--- src/rtl/display_scanner.sv ---
`default_nettype none
// ============================================================================
//  Module      : display_scanner
//  Description : Multiplexed 4-digit 7-segment hex display scanner with
//                frame-synchronous (tear-free) value update and optional
//                leading-zero blanking.
//  Revision    : 1.0 - initial release
// ----------------------------------------------------------------------------
//  Ports
//    Clk        in   1   sole clock, rising edge
//    Rst        in   1   synchronous active-high reset
//    Refresh    in   1   one-cycle strobe, advances the digit scan
//    Load       in   1   one-cycle request to capture Value/DpIn
//    Value      in  16   four hex nibbles, [3:0] = digit 0 (rightmost)
//    DpIn       in   4   per-digit decimal point, 1 = lit
//    Anode      out  4   active-low digit enables (one-hot low)
//    Seg        out  7   active-low segments {g,f,e,d,c,b,a}
//    Dp         out  1   active-low decimal point
//    Pending    out  1   captured value waiting for next frame boundary
//    FrameStart out  1   one-cycle pulse when the scan wraps to digit 0
// ============================================================================
module display_scanner #(
  parameter bit LZB = 1'b1
) (
  input  logic        Clk,
  input  logic        Rst,
  input  logic        Refresh,
  input  logic        Load,
  input  logic [15:0] Value,
  input  logic [3:0]  DpIn,
  output logic [3:0]  Anode,
  output logic [6:0]  Seg,
  output logic        Dp,
  output logic        Pending,
  output logic        FrameStart
);

  logic [1:0]  idx_q,  idx_d;
  logic [19:0] disp_q, disp_d;
  logic [19:0] pend_q, pend_d;
  logic        pend_valid_q, pend_valid_d;

  logic        wrap;
  logic [3:0]  nibble;
  logic        zero3, zero2, zero1;
  logic        blank;
  logic [6:0]  hex_seg;
  logic [6:0]  seg_d;
  logic [3:0]  anode_d;
  logic        dp_d;

  assign Pending = pend_valid_q;

  // Next-state: index, display and pending registers.
  always_comb begin
    wrap         = Refresh && (idx_q == 2'd3);
    idx_d        = Refresh ? idx_q + 2'd1 : idx_q;
    disp_d       = disp_q;
    pend_d       = pend_q;
    pend_valid_d = pend_valid_q;

    if (wrap) begin
      // Display register only ever changes here, so a frame is never torn.
      // A Load on this very edge bypasses and supersedes any queued value.
      pend_valid_d = 1'b0;
      if (Load) begin
        disp_d = {DpIn, Value};
      end else if (pend_valid_q) begin
        disp_d = pend_q;
      end
    end else if (Load) begin
      pend_d       = {DpIn, Value};
      pend_valid_d = 1'b1;
    end
  end

  // Segment data for the digit selected after this edge, taken from the
  // post-edge display contents so digit 0 shows a freshly swapped value.
  always_comb begin
    nibble = disp_d[{idx_d, 2'b00} +: 4];
    zero3  = (disp_d[15:12] == 4'd0);
    zero2  = zero3 && (disp_d[11:8] == 4'd0);
    zero1  = zero2 && (disp_d[7:4] == 4'd0);

    blank = 1'b0;
    if (LZB) begin
      case (idx_d)
        2'd3:    blank = zero3;
        2'd2:    blank = zero2;
        2'd1:    blank = zero1;
        default: blank = 1'b0;
      endcase
    end

    hex_seg = 7'b1111111;
    case (nibble)
      4'h0: hex_seg = 7'b1000000;
      4'h1: hex_seg = 7'b1111001;
      4'h2: hex_seg = 7'b0100100;
      4'h3: hex_seg = 7'b0110000;
      4'h4: hex_seg = 7'b0011001;
      4'h5: hex_seg = 7'b0010010;
      4'h6: hex_seg = 7'b0000010;
      4'h7: hex_seg = 7'b1111000;
      4'h8: hex_seg = 7'b0000000;
      4'h9: hex_seg = 7'b0010000;
      4'hA: hex_seg = 7'b0001000;
      4'hB: hex_seg = 7'b0000011;
      4'hC: hex_seg = 7'b1000110;
      4'hD: hex_seg = 7'b0100001;
      4'hE: hex_seg = 7'b0000110;
      4'hF: hex_seg = 7'b0001110;
      default: hex_seg = 7'b1111111;
    endcase

    // A blanked digit still has its anode enabled and its DP honoured.
    seg_d   = blank ? 7'b1111111 : hex_seg;
    anode_d = ~(4'b0001 << idx_d);
    dp_d    = ~disp_d[5'd16 + {3'b000, idx_d}];
  end

  always_ff @(posedge Clk) begin
    if (Rst) begin
      idx_q        <= 2'd3;
      disp_q       <= 20'd0;
      pend_q       <= 20'd0;
      pend_valid_q <= 1'b0;
      Anode        <= 4'b1111;
      Seg          <= 7'b1111111;
      Dp           <= 1'b1;
      FrameStart   <= 1'b0;
    end else begin
      idx_q        <= idx_d;
      disp_q       <= disp_d;
      pend_q       <= pend_d;
      pend_valid_q <= pend_valid_d;
      FrameStart   <= wrap;
      if (Refresh) begin
        Anode <= anode_d;
        Seg   <= seg_d;
        Dp    <= dp_d;
      end
    end
  end

endmodule
`default_nettype wire

--- config.mk ---
export PLATFORM = sky130hd
export DESIGN_NAME = display_scanner
export DESIGN_NICKNAME = d
export VERILOG_FILES = /design/src/rtl/display_scanner.sv
export SDC_FILE = /design/constraint.sdc
export NUM_CORES = 1
export LEC_CHECK = 0
export ABC_CLOCK_PERIOD_IN_PS = 3200
export CAP_MARGIN = 20
export CORE_MARGIN = 2
export CORE_UTILIZATION = 42
export DETAILED_ROUTE_END_ITERATION = 10
export GPL_ROUTABILITY_DRIVEN = 0
export PLACE_DENSITY = 0.65
export SLEW_MARGIN = 20
export SYNTH_ARGS = -nofsm -noshare
export SYNTH_HDL_FRONTEND = slang
export SYNTH_SLANG_ARGS = --single-unit
export TNS_END_PERCENT = 5
--- constraint.sdc ---
create_clock -name Clk -period 3.2 [get_ports Clk]
set_input_delay 0.32 -clock Clk [delete_from_list [all_inputs] [get_ports Clk]]
set_output_delay 0.32 -clock Clk [all_outputs]
set_load 0.02 [all_outputs]
Word-level counts from Yosys, hierarchy flattened
Memories as Yosys holds them, arrays and structs flattened. Index checks and enable logic that the tools add are counted.

Output and inout bits: 14. Flip-flop bits (word level): 56. Input port bits: 24. ROM bits: 112. Logic and storage cells: 37. Memories: 1.

Equal/unequal tests: 4. $add $sub $neg: 2. Reduce and logical (&&, ||, !) cells: 8. Bitwise logic cells: 3. Order comparisons: 1. Shift-type cells: 2. Muxes and demuxes: 8.

Memory list: (name not given) (depth 16, width 7, read ports 1, clocked after Yosys merged registers in 0, write ports 0, line 96) `case (nibble)`.

Operators with widths (count): $mux 20 (3); $shiftx 20x5->4 (1); $logic_not 4->1 (3); $mux 7 (1); $eq 2x2->1 const B (3); $lt 5x6->1 const B (1); $add 5x2->5 const A (1); $bmux 1 s5 (1); $not 4->4 (1); $shl 1x2->4 const A (1); $logic_and 1x1->1 (3); $pmux 1 s3 (1); $add 2x1->2 const B (1); $eq 2x1->1 const B (1); $mux 2 (1); $not 1->1 (2); $reduce_and 2->1 (1); $reduce_or 2->1 (1); $mux 1 (1).

Logic depth before layout (Yosys ltp)
Gate-level depths: netlist of run 1.

Word-level depth: 8. Gate-level depth with buffers: 13. Mapped depth without buffers: 12.

Worst setup path before layout of run 1
Ideal clock, no wire load.

Kind: reg2reg. Start: register idx_q[0]. End: register Seg[0]. Setup slack: 0.595 ns. Setup time: 0.074 ns. Clock period less this slack: 2.605 ns. Buffers on the path: 1. Cell stages (with the launch flop): 14. Required time: 3.126 ns. Arrival: 2.531 ns. Path through: dfxtp_1 > ha_1 > buf_2 > nand3_4 > o22ai_1 > a221o_1 > a22oi_1 > and3_2 > inv_1 > ha_1 > nand2_1 > or3_1 > o211a_1 > a31oi_1.

Cells in the longest elaborated chain, start to end: 8. Elaborated cells on any way between the ends: 17. Classes of those cells: 1 x add/sub; 4 x eq/ne; 1 x shift; 4 x mux; 6 x reduce/logical; 1 x memory.

RTL lines: start: declaration (line 38) `logic [1:0] idx_q, idx_d;`; start signal: assignment (line 133) `idx_q <= idx_d;`; branches (longest 7 deep; another with $mem_v2 16x7); $mux 7 * (line 117) `seg_d = blank ? 7'b1111111 : hex_seg;`; end signal: assignment (line 140) `Seg <= seg_d;`; end: declaration (line 32) `output logic [6:0] Seg,`.

Every way passes the cells marked *. A chain may end at the register's enable or synchronous reset.

Worst setup path after layout of run 1
Start: register pend_valid_q (netlist: Pending). End: register Seg[0].

Cells in the longest elaborated chain, start to end: 8. Elaborated cells on any way between the ends: 12. Classes of those cells: 1 x shift; 5 x mux; 5 x reduce/logical; 1 x memory.

RTL lines: start: declaration (line 41) `logic pend_valid_q, pend_valid_d;`; start signal: assignment (line 136) `pend_valid_q <= pend_valid_d;`; $mux 20 * (line 68) `end else if (pend_valid_q) begin`; $mux 20 * (line 66) `if (Load) begin`; $mux 20 * (line 62) `if (wrap) begin`; branches (longest 4 deep; another with $mem_v2 16x7); $mux 7 * (line 117).

Marks and branches as above.

==> out/qor.txt, run 1 <==
Peak Freq: 0.344 GHz
Classification of the worst-slack hold path: reg -> reg
Mean post-synth cell area: 8.31 um^2
Input/output buffers: 37
GRT Resource Usage Total: 19.8%
Global-route wire length before repair: 12.0 mm
H-tree level count: 2
Via count of the first global-routing pass: 2409
Slowest stage cell, crit path: sky130_fd_sc_hd__dfxtp_1
TritonCTS clock tree: built
Leakage power summed over all cells: 0.00132 uW
Cell types with the largest area share after synthesis: sky130_fd_sc_hd__dfxtp_1, sky130_fd_sc_hd__nand2_1, sky130_fd_sc_hd__a21oi_1
Cell area after technology mapping: 2930 um^2
Count of endpoints failing setup in the final report: 0
Total I/O pin count: 38
Number of hold-repair buffers added at the cts stage: 0
Post-synth EDFFs: 0
Residual antenna-violating net count after detailed routing: 0
Die outline area: 7650 um^2
Count of maximum capacitance violations: 0
Worst Path Max Fanout: 27
Count of final hold-check violations: 0
Top Family by Delay on Critical Path: simple AND/OR/NAND/NOR gates
Total number of yosys warnings: 0
Min cycle time layout: 2910 ps
Proportion of register bits with asynchronous set or reset after synthesis: 0%
Die X-Extent: 87.5 um
Slew at the pin closest to its max-slew limit: 870 ps
Library cell occupying the most area in the post-synthesis netlist: sky130_fd_sc_hd__dfxtp_1
Endpoint required time on the critical path: 3460 ps
Power Dens Cells: 532 nW/um^2
Initial core utilization: 43.3%
Synth Net Count: 382
Run status: complete, no violations
Rows: 30
Clock insertion delay at the later pin of the skew report: 320 ps
Count of buffering cells on the critical path with inverters included: 1
Critical path origin: Pending$_SDFFE_PP0P_
Data arrival time of the critical path: 3170 ps
CTS buffer count: 5
Post-Place Cells: 465
Placed wire-length estimate: 5.29 mm
Type of origin of the critical path: flop
Relative slew margins: 41.9%
Critical path class: reg -> reg
Launching point of the worst reg2reg path: Pending$_SDFFE_PP0P_
Number of DRC markers after the initial detailed-route iteration: 240
Post-CTS clock slew at the launch and capture registers of the worst setup and hold paths: 100 ps
Total grt overflow: 0
Number of max-slew violations in the final report: 0
Via density per instance: 5.64
Buffers from clock root to sink, at most: 2
RSZ-0062 raised after global routing: false
Critical path's largest stage delay: 900 ps
Cell Count, Final, Fillers Out: 472
DRC violation count after routing: 0
Post-route setup TNS: 0 ps
Pin count of the biggest net entering global routing: 44
Fraction of layout cells with a size suffix above 1: 12.5%
Area share of the leading cell type in the synthesized netlist: 38.3%
TritonRoute pass-1 iters: 4
Worst min-delay path startpoint: pend_q[3]$_SDFFE_PP0P_
Number of antenna violations at the first check in global routing: 0
Worst IR drop on VDD: 223 uV
Root cell of the clock tree: sky130_fd_sc_hd__clkbuf_8
Final critical-path share of the clock period: 91.0%
Final Total Pwr: 1870 uW
Post-synth top flop: sky130_fd_sc_hd__dfxtp_1
Synth unique cells: 55
DR vias: 2661
Number of standard cells after synthesis: 352
Average routed wire per standard cell: 15.5 um
Clock tree skew after final layout: 10.4 ps
Core Region: 6760 um^2
Die height: 87.5 um
Share of the yosys chip area belonging to registers: 38.3%
Number of inserted diodes: 0
Clock Sinks: 56
Post-layout nets: 422
Worst setup EP type: flop
Register bit total from synthesis: 56
Cell-by-cell trace of the critical path: nand3_4 -> o22ai_1 -> a221o_1 -> a22oi_1 -> and3_2 -> inv_1 -> ha_1 -> nand2_1 -> or3_1 -> o211a_1 -> a31oi_1
Layout overhead on the synthesized area: 20.3%
WL final: 7.34 mm
-- area by class of cell --
type                       instances  area, um^2
fill                             665        3240
multi-input combinational        263        1630
sequential                        56        1120
timing repair buffer              58         541
tap                               80         100
clock buffer                       7        96.3
inverter                           8        30.0
-- metal layers --
metal | track usage, % | vias to the layer above | wire, um
met4 | 5.45 | 0 | 61
met2 | 31.0 | 72 | 3450
li1 | - | 1341 | -
met5 | 0 | - | 0
met1 | 28.3 | 1242 | 3480
met3 | 3.22 | 6 | 345
-- cell usage after synthesis, types with 7 or more instances --
library cell,count
sky130_fd_sc_hd__inv_1,8
sky130_fd_sc_hd__o22ai_1,20
sky130_fd_sc_hd__dfxtp_1,56
sky130_fd_sc_hd__nand2b_1,17
sky130_fd_sc_hd__nand4_1,9
sky130_fd_sc_hd__nand2_1,54
sky130_fd_sc_hd__buf_6,7
sky130_fd_sc_hd__nor2_1,37
sky130_fd_sc_hd__a221oi_1,9
sky130_fd_sc_hd__a21oi_1,33
sky130_fd_sc_hd__clkbuf_1,12
-- worst paths after layout --
path	to	slack, ps	depth (start not counted)
worst max-delay path	Seg[0]$_SDFFE_PP1P_	290	11
worst min-delay path	pend_q[3]$_SDFFE_PP0P_	460	2
worst max register to register	Seg[0]$_SDFFE_PP1P_	290	11
worst min register to register	pend_q[3]$_SDFFE_PP0P_	460	2
-- repair_timing --
item                                   4_1_cts  5_1_grt
resized for setup                            0        3
setup buffers                                0        0
endpoints found under the hold margin        0        0
setup endpoints to repair                    0        1
-- where the power goes --
| part | internal, uW | switching [uW] |
|---|---|---|
| Clock | 194 | 237 |
| Combinational | 295 | 345 |
| Sequential | 760 | 41.6 |
-- flip-flops by register name, summed over array words and instances (netlist names) --
| name | count |
|---|---|
| idx_q | 2 |
| disp_q | 20 |
| Dp | 1 |
| Pending | 1 |
| FrameStart | 1 |
| Anode | 4 |
| pend_q | 20 |
| Seg | 7 |
-- worst min-delay path, stage by stage (launching register included) --
cell and delay (ps):
sky130_fd_sc_hd__dfxtp_1 320, sky130_fd_sc_hd__nand2_1 50, sky130_fd_sc_hd__a21oi_1 50
-- placed cells by master (no fill, tap or decap), types with 6 or more instances in the layout --
master	count
sky130_fd_sc_hd__a221oi_1	7
sky130_fd_sc_hd__nand4_1	9
sky130_fd_sc_hd__nand2b_1	17
sky130_fd_sc_hd__o22ai_1	20
sky130_fd_sc_hd__clkdlybuf4s50_1	37
sky130_fd_sc_hd__nor2_1	37
sky130_fd_sc_hd__buf_4	20
sky130_fd_sc_hd__a31oi_1	6
sky130_fd_sc_hd__nand2_1	54
sky130_fd_sc_hd__inv_1	8
sky130_fd_sc_hd__a21oi_1	33
sky130_fd_sc_hd__clkbuf_8	7
sky130_fd_sc_hd__dfxtp_1	56
-- cell families (layout without fill, tap and decap cells) --
group                      count (synthesis)  count (layout)  share of synthesized area, %
xor gates and xnor gates                   4               4                          1.45
DFF                                       56              56                          38.3
buffers and inverters                     33              73                          6.41
AOI/OAI and AO/OA                        100             100                          23.3
adders and majority gates                  6               6                          2.57
and+or+nand+nor                          146             146                          24.2
muxes                                      7               7                          3.76
-- metrics by stage --
step	setup slack (ps)	util, %	area (um^2)	hold slack (ps)
2_1_floorplan	595	-	2930	437
3_3_place_gp	7.74	50.5	3410	442
3_5_place_dp	-2.46	50.5	3410	449
4_1_cts	197	51.9	3510	463
5_1_grt	4.45	52.1	3520	483
6_report	289	52.1	3520	461
No activity file was read; power rests on OpenSTA's default activity.
==> run 2: changes to the inputs <==
--- a/config.mk
+++ b/config.mk
@@ -9,6 +9,7 @@
 export CAP_MARGIN = 20
 export CORE_MARGIN = 2
 export CORE_UTILIZATION = 42
+export CTS_CLUSTER_SIZE = 10
 export DETAILED_ROUTE_END_ITERATION = 10
 export GPL_ROUTABILITY_DRIVEN = 0
 export PLACE_DENSITY = 0.65
==> constraint.sdc (replaced) <==
create_clock -name Clk -period 3.2 [get_ports Clk]
set_input_delay 0.8 -clock Clk [delete_from_list [all_inputs] [get_ports Clk]]
set_output_delay 0.8 -clock Clk [all_outputs]
set_load 0.02 [all_outputs]
==> out/qor.txt, run 2 (synthesis results as in run 1) <==
Post-CTS clock slew at the launch and capture registers of the worst setup and hold paths: 100 ps (about the same)
Die outline area: 7650 um^2 (unchanged)
Layout overhead on the synthesized area: 28.0%
CTS buffer count: 5 (unchanged)
RSZ-0062 raised after global routing: true
DRC violation count after routing: 0 (unchanged)
Count of cells along the worst hold path: 2 (unchanged)
Int Pwr: 1280 uW (+2.2%)
Fraction of layout cells with a size suffix above 1: 19.4% (+6.9 points)
Launching point of the worst reg2reg path: idx_q[1]$_SDFF_PP1_
Number of max-slew violations in the final report: 0 (unchanged)
Critical R2R Capture: Seg[0]$_SDFFE_PP1P_
Rows: 30 (unchanged)
Die height: 87.5 um (unchanged)
Worst setup EP type: flop
Slew at the pin closest to its max-slew limit: 760 ps (-109 ps)
Reg2Reg Setup Slack: 200 ps (-90 ps)
Post-route setup TNS: 0 ps (unchanged)
Final Total Pwr: 1920 uW (+2.3%)
Clock tree skew after final layout: 9.66 ps (-0.705 ps)
Die X-Extent: 87.5 um (unchanged)
Slowest stage cell, crit path: sky130_fd_sc_hd__clkdlybuf4s50_1
Critical path's largest stage delay: 450 ps (-450 ps)
Input/output buffers: 37 (unchanged)
Type of origin of the critical path: input port
Clock insertion delay at the later pin of the skew report: 310 ps (about the same)
Power share of the sequential group: 41.6% (-1.2 points)
Count of maximum capacitance violations: 0 (unchanged)
Part of the total power dissipated in combinational logic: 37.8% (+3.6 points)
Min cycle time layout: 3060 ps (+144 ps)
TritonRoute pass-1 iters: 4 (unchanged)
Cell-by-cell trace of the critical path: clkdlybuf4s50_1 -> inv_1 -> nor2_4 -> a221oi_2 -> a22oi_1 -> and3_2 -> inv_1 -> ha_1 -> nand2_1 -> or3_1 -> o211a_1 -> a31oi_1
Initial core utilization: 43.3% (unchanged)
Post-layout nets: 456 (+8.1%)
Most frequent cell on the critical path: sky130_fd_sc_hd__inv_1
TritonCTS clock tree: built
Count of final hold-check violations: 0 (unchanged)
Clock Sinks: 56 (unchanged)
Final critical-path share of the clock period: 95.5% (+4.5 points)
Total I/O pin count: 38 (unchanged)
Pin count of the biggest net entering global routing: 45 (+2.3%)
Worst min-delay path startpoint: pend_q[7]$_SDFFE_PP0P_
Leakage power summed over all cells: 0.00147 uW (+11%)
Run status: complete, no violations
Commonest non-fill, non-tap cell in the layout: sky130_fd_sc_hd__dfxtp_1
Largest registers ranked by flip-flop count: disp_q x20, pend_q x20, Seg x7
Worst Path Max Fanout: 7 (-74%)
Worst IR drop on VDD: 231 uV (+3.6%)
Placed wire-length estimate: 5.69 mm (+7.6%)
Top Family by Delay on Critical Path: compound AO/OA/AOI/OAI gates
Average routed wire per standard cell: 15.0 um (-3.2%)
Root cell of the clock tree: sky130_fd_sc_hd__clkbuf_8
Net switching share of the total power: 33.4% (+0.068 points)
DR vias: 2772 (+4.2%)
Net switching power: 639 uW (+2.5%)
Number of antenna violations at the first check in global routing: 0 (unchanged)
GRT Resource Usage Total: 20.4% (+0.54 points)
Core Region: 6760 um^2 (unchanged)
Power Dens Cells: 511 nW/um^2 (-3.9%)
Data arrival time of the critical path: 3300 ps (+130 ps)
Clock network fraction of total power: 20.6% (-2.4 points)
Worst hold path endpoint: pend_q[7]$_SDFFE_PP0P_
Residual antenna-violating net count after detailed routing: 0 (unchanged)
Count of endpoints failing setup in the final report: 0 (unchanged)
Endpoint required time on the critical path: 3440 ps (-20 ps)
Number of DRC markers after the initial detailed-route iteration: 116 (-52%)
Buffers from clock root to sink, at most: 2 (unchanged)
Worst-case reg-to-reg path depth: 11 (unchanged)
Commonest cells after routing, fill and taps aside: sky130_fd_sc_hd__dfxtp_1, sky130_fd_sc_hd__buf_4, sky130_fd_sc_hd__nand2_1
Total grt overflow: 0 (unchanged)
Count of buffering cells on the critical path with inverters included: 3 (+2)
Via count of the first global-routing pass: 2569 (+6.6%)
Relative slew margins: 49.2% (+7.2 points)
Classification of the worst-slack hold path: reg -> reg
Peak Freq: 0.327 GHz (-4.7%)
Via density per instance: 5.47 (-3.0%)
Number of inserted diodes: 0 (unchanged)
Global-route wire length before repair: 12.5 mm (+3.8%)
Critical path class: in -> reg
WL final: 7.63 mm (+3.9%)
H-tree level count: 2 (unchanged)
[run 2: changes by cell type in the layout (fill, tap and decap cells not counted)]
cell,previous run,this run
sky130_fd_sc_hd__buf_4,20,55
sky130_fd_sc_hd__clkinv_4,0,1
sky130_fd_sc_hd__clkdlybuf4s50_1,37,36
sky130_fd_sc_hd__clkbuf_8,7,5
sky130_fd_sc_hd__clkbuf_2,0,1
sky130_fd_sc_hd__clkbuf_1,0,2
sky130_fd_sc_hd__buf_12,1,0
[run 2: power groups by stage]
| stage | registers [uW] | logic, uW | clock network [uW] |
|---|---|---|---|
| floorplan | 838 | 408 | 0 |
| detailed placement | 812 | 720 | 0 |
| global route | 804 | 791 | 439 |
| global placement | 811 | 708 | 0 |
| CTS | 797 | 726 | 405 |
| finish | 797 | 725 | 394 |
[run 2: final cells by class]
| type | instances | area [um^2] |
|---|---|---|
| well taps | 80 | 100 |
| fillers | 651 | 3010 |
| inverters | 8 | 30.0 |
| multi-input cells | 263 | 1630 |
| clock inverters | 1 | 8.76 |
| repair buffers | 92 | 778 |
| clock buffers | 7 | 76.3 |
| flip-flops and latches | 56 | 1120 |
[run 2: worst max-delay path by stage]
| stage | from | slack [ps] | cells after the start | endpoint |
|---|---|---|---|---|
| 6_report | Load | 140 | 12 | Seg[0]$_SDFFE_PP1P_ |
| 5_1_grt | Load | -9 | 10 | Seg[4]$_SDFFE_PP1P_ |
| 4_1_cts | idx_q[1]$_SDFF_PP1_ | 40 | 11 | Seg[0]$_SDFFE_PP1P_ |
| 3_5_place_dp | Refresh | -480 | 11 | Seg[0]$_SDFFE_PP1P_ |
| 3_3_place_gp | Refresh | -420 | 11 | Seg[0]$_SDFFE_PP1P_ |
| 2_1_floorplan | Refresh | 240 | 10 | Seg[6]$_SDFFE_PP1P_ |
[run 2: worst min-delay path: stages, from the launching register on]
cell and delay (ps):
sky130_fd_sc_hd__dfxtp_1 320, sky130_fd_sc_hd__nand2_1 50, sky130_fd_sc_hd__a21oi_1 50
[run 2: metal layers]
| layer | track usage [%] | routed length (um) | vias up |
|---|---|---|---|
| li1 | - | - | 1408 |
| met3 | 3.32 | 286 | 5 |
| met2 | 33.3 | 3610 | 52 |
| met4 | 4.20 | 46 | 0 |
| met5 | 0 | 0 | - |
| met1 | 28.5 | 3680 | 1307 |
[run 2: through the flow]
stage          hold WS, ps  instance area [um^2]  util, %  cells  setup slack, ps
4_1_cts                462                  3750     55.5    507             37.7
6_report               462                  3750     55.5    507              145
5_1_grt                479                  3750     55.5    507            -8.67
2_1_floorplan          437                  2930        -    352              240
3_5_place_dp           448                  3650     54.1    499             -483
3_3_place_gp           443                  3650     54.1    499             -416
[run 2: timing repair]
action / CTS / global route
pin swaps: 0 / 0
endpoints found under the setup margin: 6 / 7
setup buffers: 0 / 0
resized for setup: 3 / 3
hold buffers: 0 / 0
